### src/rtl/ram_dp_param.sv
// ram_dp_param: simple dual-port RAM with byte enables, collision mode, optional output register and self-clearing init
module ram_dp_param #(
    parameter int                DATA_W   = 16,
    parameter int                ADDR_W   = 6,
    parameter int                DEPTH    = 64,
    parameter bit                RD_MODE  = 1'b0,
    parameter bit                OUT_REG  = 1'b0,
    parameter logic [DATA_W-1:0] INIT_VAL = '0
) (
    input  logic                clk,
    input  logic                rst_n,
    input  logic                clear,
    output logic                init_done,
    input  logic                wr_en,
    input  logic [ADDR_W-1:0]   wr_addr,
    input  logic [DATA_W/8-1:0] wr_be,
    input  logic [DATA_W-1:0]   data_in,
    input  logic                rd_en,
    input  logic [ADDR_W-1:0]   rd_addr,
    output logic [DATA_W-1:0]   data_out,
    output logic                rd_valid
);
    localparam int NB = DATA_W / 8;
    typedef enum logic {S_INIT, S_READY} state_t;
    state_t            r_state;
    logic [ADDR_W-1:0] r_cnt;
    logic              r_init_done;
    logic [DATA_W-1:0] r_mem [DEPTH];
    logic [DATA_W-1:0] r_d1;
    logic              r_v1;
    logic              w_act;
    logic              w_wr_ok;
    logic              w_rd_ok;
    logic [DATA_W-1:0] w_old;
    logic [DATA_W-1:0] w_merged;
    logic [DATA_W-1:0] w_rd_word;
    assign w_act     = (r_state == S_READY) && !clear;
    assign w_wr_ok   = w_act && wr_en && (int'(wr_addr) < DEPTH);
    assign w_rd_ok   = int'(rd_addr) < DEPTH;
    assign w_old     = w_rd_ok ? r_mem[rd_addr] : '0;
    assign w_rd_word = (RD_MODE && wr_en && w_rd_ok && rd_addr == wr_addr) ? w_merged : w_old;
    assign init_done = r_init_done;
    // Word as it will look after this cycle's byte-masked write, for write-first reads
    always_comb begin
        w_merged = w_old;
        for (int i = 0; i < NB; i++)
            if (wr_be[i]) w_merged[8*i +: 8] = data_in[8*i +: 8];
    end
    // Array write: the init sweep owns the array until READY, then byte-masked user writes
    always_ff @(posedge clk) begin
        if (r_state == S_INIT)
            r_mem[r_cnt] <= INIT_VAL;
        else if (w_wr_ok)
            for (int i = 0; i < NB; i++)
                if (wr_be[i]) r_mem[wr_addr][8*i +: 8] <= data_in[8*i +: 8];
    end
    // Init sequencer: one pass over the array after reset or clear, counter stops at DEPTH-1
    always_ff @(posedge clk or negedge rst_n) begin
        if (!rst_n) begin
            r_state     <= S_INIT;
            r_cnt       <= '0;
            r_init_done <= 1'b0;
        end else if (r_state == S_INIT) begin
            if (r_cnt == ADDR_W'(DEPTH - 1)) begin
                r_state     <= S_READY;
                r_init_done <= 1'b1;
            end else begin
                r_cnt <= r_cnt + 1'b1;
            end
        end else if (clear) begin
            r_state     <= S_INIT;
            r_cnt       <= '0;
            r_init_done <= 1'b0;
        end
    end
    // First read stage: data holds when idle, valid drops on clear or during init
    always_ff @(posedge clk or negedge rst_n) begin
        if (!rst_n) begin
            r_d1 <= '0;
            r_v1 <= 1'b0;
        end else begin
            r_v1 <= w_act && rd_en;
            if (w_act && rd_en) r_d1 <= w_rd_word;
        end
    end
    generate
        if (OUT_REG) begin : g_oreg
            logic [DATA_W-1:0] r_d2;
            logic              r_v2;
            // Second read stage: follows stage one, flushed by an accepted clear
            always_ff @(posedge clk or negedge rst_n) begin
                if (!rst_n) begin
                    r_d2 <= '0;
                    r_v2 <= 1'b0;
                end else begin
                    r_v2 <= r_v1 && !(r_state == S_READY && clear);
                    if (r_v1 && !(r_state == S_READY && clear)) r_d2 <= r_d1;
                end
            end
            assign data_out = r_d2;
            assign rd_valid = r_v2;
        end else begin : g_noreg
            assign data_out = r_d1;
            assign rd_valid = r_v1;
        end
    endgenerate
endmodule
### config.mk
export PLATFORM = sky130hd
export DESIGN_NAME = ram_dp_param
export DESIGN_NICKNAME = d
export VERILOG_FILES = /design/src/rtl/ram_dp_param.sv
export SDC_FILE = /design/constraint.sdc
export NUM_CORES = 1
export LEC_CHECK = 0
export CAP_MARGIN = 10
export CORE_ASPECT_RATIO = 0.75
export CORE_MARGIN = 3
export CORE_UTILIZATION = 55
export CTS_BUF_LIST = sky130_fd_sc_hd__clkbuf_2 sky130_fd_sc_hd__clkbuf_4 sky130_fd_sc_hd__clkbuf_8
export DETAILED_ROUTE_END_ITERATION = 8
export DONT_BUFFER_PORTS = 1
export HOLD_SLACK_MARGIN = 0.06
export PLACE_DENSITY_LB_ADDON = 0.2
export SYNTH_ARGS = -nofsm -noshare
export SYNTH_HDL_FRONTEND = slang
export SYNTH_SLANG_ARGS = --single-unit
### constraint.sdc
create_clock -name clk -period 2.7 [get_ports clk]
set_input_delay 0.405 -clock clk [delete_from_list [all_inputs] [get_ports clk]]
set_output_delay 0.405 -clock clk [all_outputs]
set_load 0.03 [all_outputs]
==> summary.md <==
| Metric | Value |
|---|---|
| Max-capacitance violation count | `0` |
| ANT nets after route | `0` |
| Num CTS Buffers | `154` |
| I/O Buffers | `0` |
| Total gr overflow | `0` |
| H-tree depth | `4` |
| Post-Synthesis Cell Area | `41200 um2` |
| Multi-input logic area | `9140 um2` |
| Share of synthesized cell area in full adder, half adder and majority cells | `0.0304%` |
| Fillers | `5075` |
| Min cycle time layout | `2640 ps` |
| Seq/Total Area, Yosys | `76.2%` |
| Vias in the first global route | `21300` |
| Worst hold path class | `input port to async pin` |
| Storage cell area | `31400 um2` |
| Met2 WL | `43400 um` |
| CTS clk-pin slew, worst paths | `70 ps` |
| Max VDD drop | `547 uV` |
| Post-synthesis compound-gate area fraction | `4.41%` |
| Yosys warns | `0` |
| Placed cells | `3136` |
| Drt first pass iters | `5` |
| Layout area overhead | `13.3%` |
| Final nets | `2368` |
| RSZ-0062 raised after global routing | `yes` |
| Logic gate share of total power | `11.1%` |
| Ports | `53` |
| Number of synthesized flops with an enable pin | `1024` |
| Root buf cell | `clkbuf_8` |
| Clock power share | `35.0%` |
| Die Footprint | `78200 um2` |
| Max Clk Rate | `379 MHz` |
| DRT met1 WL | `40900 um` |
| Share of the synthesized area in the top cell type | `74.7%` |
| Multiplexer area fraction after synthesis | `14.4%` |
| Setup bufs post-CTS | `0` |
| Max_slew headroom | `30.7%` |
| Fin worst setup slack | `60.4 ps` |
| Critical path launch point type | `flip-flop` |
| Initial core utilization | `55.8%` |
| Worst-path cell chain | `nor2b_1 > o211a_1 > buf_6 > nor3_1 > a31oi_1 > or2_1 > nor2_1 > buf_4` |
| Worst-Skew Late Latency | `810 ps` |
| Die height | `243 um` |
| Mean post-synth cell area | `19.5 um2` |
| Via density | `6.17` |
| R2R cell count | `8` |
| DRC Markers | `0` |
| Syn nets | `2147` |
| Main synth FF type | `edfxtp_1` |
| Antenna violations before repair | `6` |
| CTS Buffer Depth | `3` |
| Worst hold margin | `157 ps` |
| Sequential power share | `53.9%` |
| Largest net degree at the start of global routing | `337` |
| Core area | `73800 um2` |
| Row count | `86` |
| CTS tree | `yes` |
| R2R setup slack | `60 ps` |
| Sink Count | `1049` |
| Simple-gate portion of the synthesized area | `3.20%` |
| First-pass GRT wire length | `141000 um` |
| Unique masters post-synth | `45` |
| Synth Area in XOR/XNOR | `0.0851%` |
| Switching Share | `25.2%` |
| Post-place setup slack | `-30.0 ps` |
| #FFs+latches synth | `1049` |
| Asr flop ratio synth | `2.38%` |
| Worst EP required | `3240 ps` |
| DR top layer | `met4` |
| CP Max Fanout | `33` |
| CP arrival | `3180 ps` |
| Die Wd | `322 um` |
| Placer Congestion | `0.843` |
| Worst path slowest cell | `or2_1` |
| Pleak | `16.5 nW` |
| Clock Skews | `41.3 ps` |
| Slew @ Worst Pin | `1040 ps` |
| Setup crit end kind | `flip-flop` |
| DRT iter0 DRCs | `2397` |
| Post-Route WL | `96100 um` |
| Reg-to-reg endpoint | `r_mem[38][12]` |
| All-layer global routing usage | `25.0%` |
| Final Hold Viols | `0` |
| Area leader, netlist | `edfxtp_1` |
| Fraction of layout cells with a size suffix above 1 | `25.4%` |
| Tcrit/Tclk final | `97.8%` |
| Finished Layout Cells | `3422` |
| Net Sw Power | `9.15 mW` |
| Tot Pwr | `36.3 mW` |
| Status | `finished clean` |
| Worst R2R Start | `r_state` |
| Crit path largest cell delay | `650 ps` |
| DP HPWL | `57200 um` |
| Worst Setup SP | `r_state` |
| Metal3 WL | `9470 um` |
| Final setup fails | `0` |
| Internal | `27.2 mW` |
| Pwr/cell area | `779 nW/um2` |
| Post-synthesis cell count | `2111` |
| Routed vias | `21100` |
| Main combinational cell family by area after synthesis | `multiplexers` |
| Slew Viols, Final | `0` |
| Routed length per instance | `28.1 um` |
| Top area cells in the synthesized netlist | `edfxtp_1, mux4_2, mux2i_1` |
| Crit Path Class | `flip-flop to flip-flop` |
[kinds of logic (layout without fill, tap and decap cells)]
group,Yosys count,after routing
fa+ha+maj,1,1
buf+inv,145,486
compound gates,244,244
simple gates,280,280
xor+xnor,4,4
mux,388,388
other cells,0,2
flops,1049,1049
[layer usage]
layer | vias up | GRT usage, %
li1 | 9090 | -
met1 | 10900 | 37.7
met2 | 988 | 35.9
met3 | 146 | 7.02
met4 | 0 | 7.93
met5 | - | 0
[state kept, by name (all words and copies together) (netlist names)]
| signal | cells |
|---|---|
| init_done | 1 |
| r_mem | 1024 |
| r_cnt | 6 |
| rd_valid | 1 |
| r_state | 1 |
| data_out | 16 |
[worst max-delay path, delay by kind of cell (launching register included)]
family,cells,cell delay (ps)
AO/OA/AOI/OAI,2,520
flip-flops,1,340
buffers and inverters,2,470
AND/OR/NAND/NOR,4,1060
[worst max-delay path by stage]
stage	end	slack [ps]	cells past startpoint
after floorplan	r_mem[0][10]	70	6
after global placement	r_mem[56][11]	40	6
after detailed placement	r_mem[62][7]	-30	8
after CTS	r_mem[38][12]	3	8
after global routing	r_mem[30][2]	-40	8
final	r_mem[38][12]	60	8
[cell usage in the layout (no fill, tap or decap), types with 11 or more instances in the layout]
cell          n
o211ai_1     16
mux4_2      160
a211oi_1     32
edfxtp_1   1024
a221o_1      16
nand3_1      28
nand2_1      20
clkbuf_4     40
a31oi_1      20
o22ai_1      18
mux2i_1     211
mux2_1       16
a2111oi_0    16
dfrtp_1      25
a22oi_1      80
and2_2       17
nor2b_1      35
nor2_1      129
clkinv_2     14
a22o_1       16
buf_4       176
clkbuf_8    167
nor3_1       20
or2_1        11
buf_12       20
o21ai_0      19
clkinv_1     39
[cell type report]
class,count,area share (%)
sequential,1049,67.3
tap,968,2.60
inverter,7,0.0564
multi-input combinational,917,19.6
timing repair buffer,203,3.85
antenna,2,0.0107
clock inverter,69,1.02
clock buffer,207,5.57
[power by group through the flow]
stage / Sequential [mW] / Combinational, mW / Clock, mW
after CTS: 19.6 / 3.99 / 12.9
after floorplan: 19.6 / 2.41 / 0
after detailed placement: 19.9 / 3.93 / 0
after global routing: 19.6 / 4.26 / 13.8
after global placement: 19.9 / 3.84 / 0
final: 19.6 / 4.03 / 12.7
[per-stage QoR]
stage               cell area [um2]  setup TNS, ps  utilization (%)
floorplan                     41200              0                -
global placement              43400              0             58.8
detailed placement            43400           -464             58.8
CTS                           46600              0             63.1
global route                  46600          -1220             63.2
finish                        46600              0             63.2
[timing repair]
item                                    CTS  global route
endpoints found under the setup margin   22           470
gates resized for setup                   2             3
hold endpoints to repair                 54             0
cloned                                    0             0
hold buffers                              8             0
[cell usage after synthesis (2+ instances only)]
cell type	instances
edfxtp_1	1024
mux2i_1	211
mux4_2	160
nor2_1	132
a22oi_1	80
clkbuf_1	74
buf_2	46
nor2b_1	37
a211oi_1	32
nand3_1	29
dfrtp_1	25
a31oi_1	20
nand2_1	20
nor3_1	20
o21ai_0	19
o22ai_1	18
and2_1	17
a2111oi_0	16
a221o_1	16
a22o_1	16
mux2_1	16
o211ai_1	16
or2_1	11
nand2b_1	10
buf_1	8
inv_1	6
buf_6	5
nor3b_1	3
xnor2_1	3
a21oi_1	2
a31o_2	2
buf_12	2
buf_4	2
o21ai_1	2
Note: power is estimated with default switching activity, not from simulation.
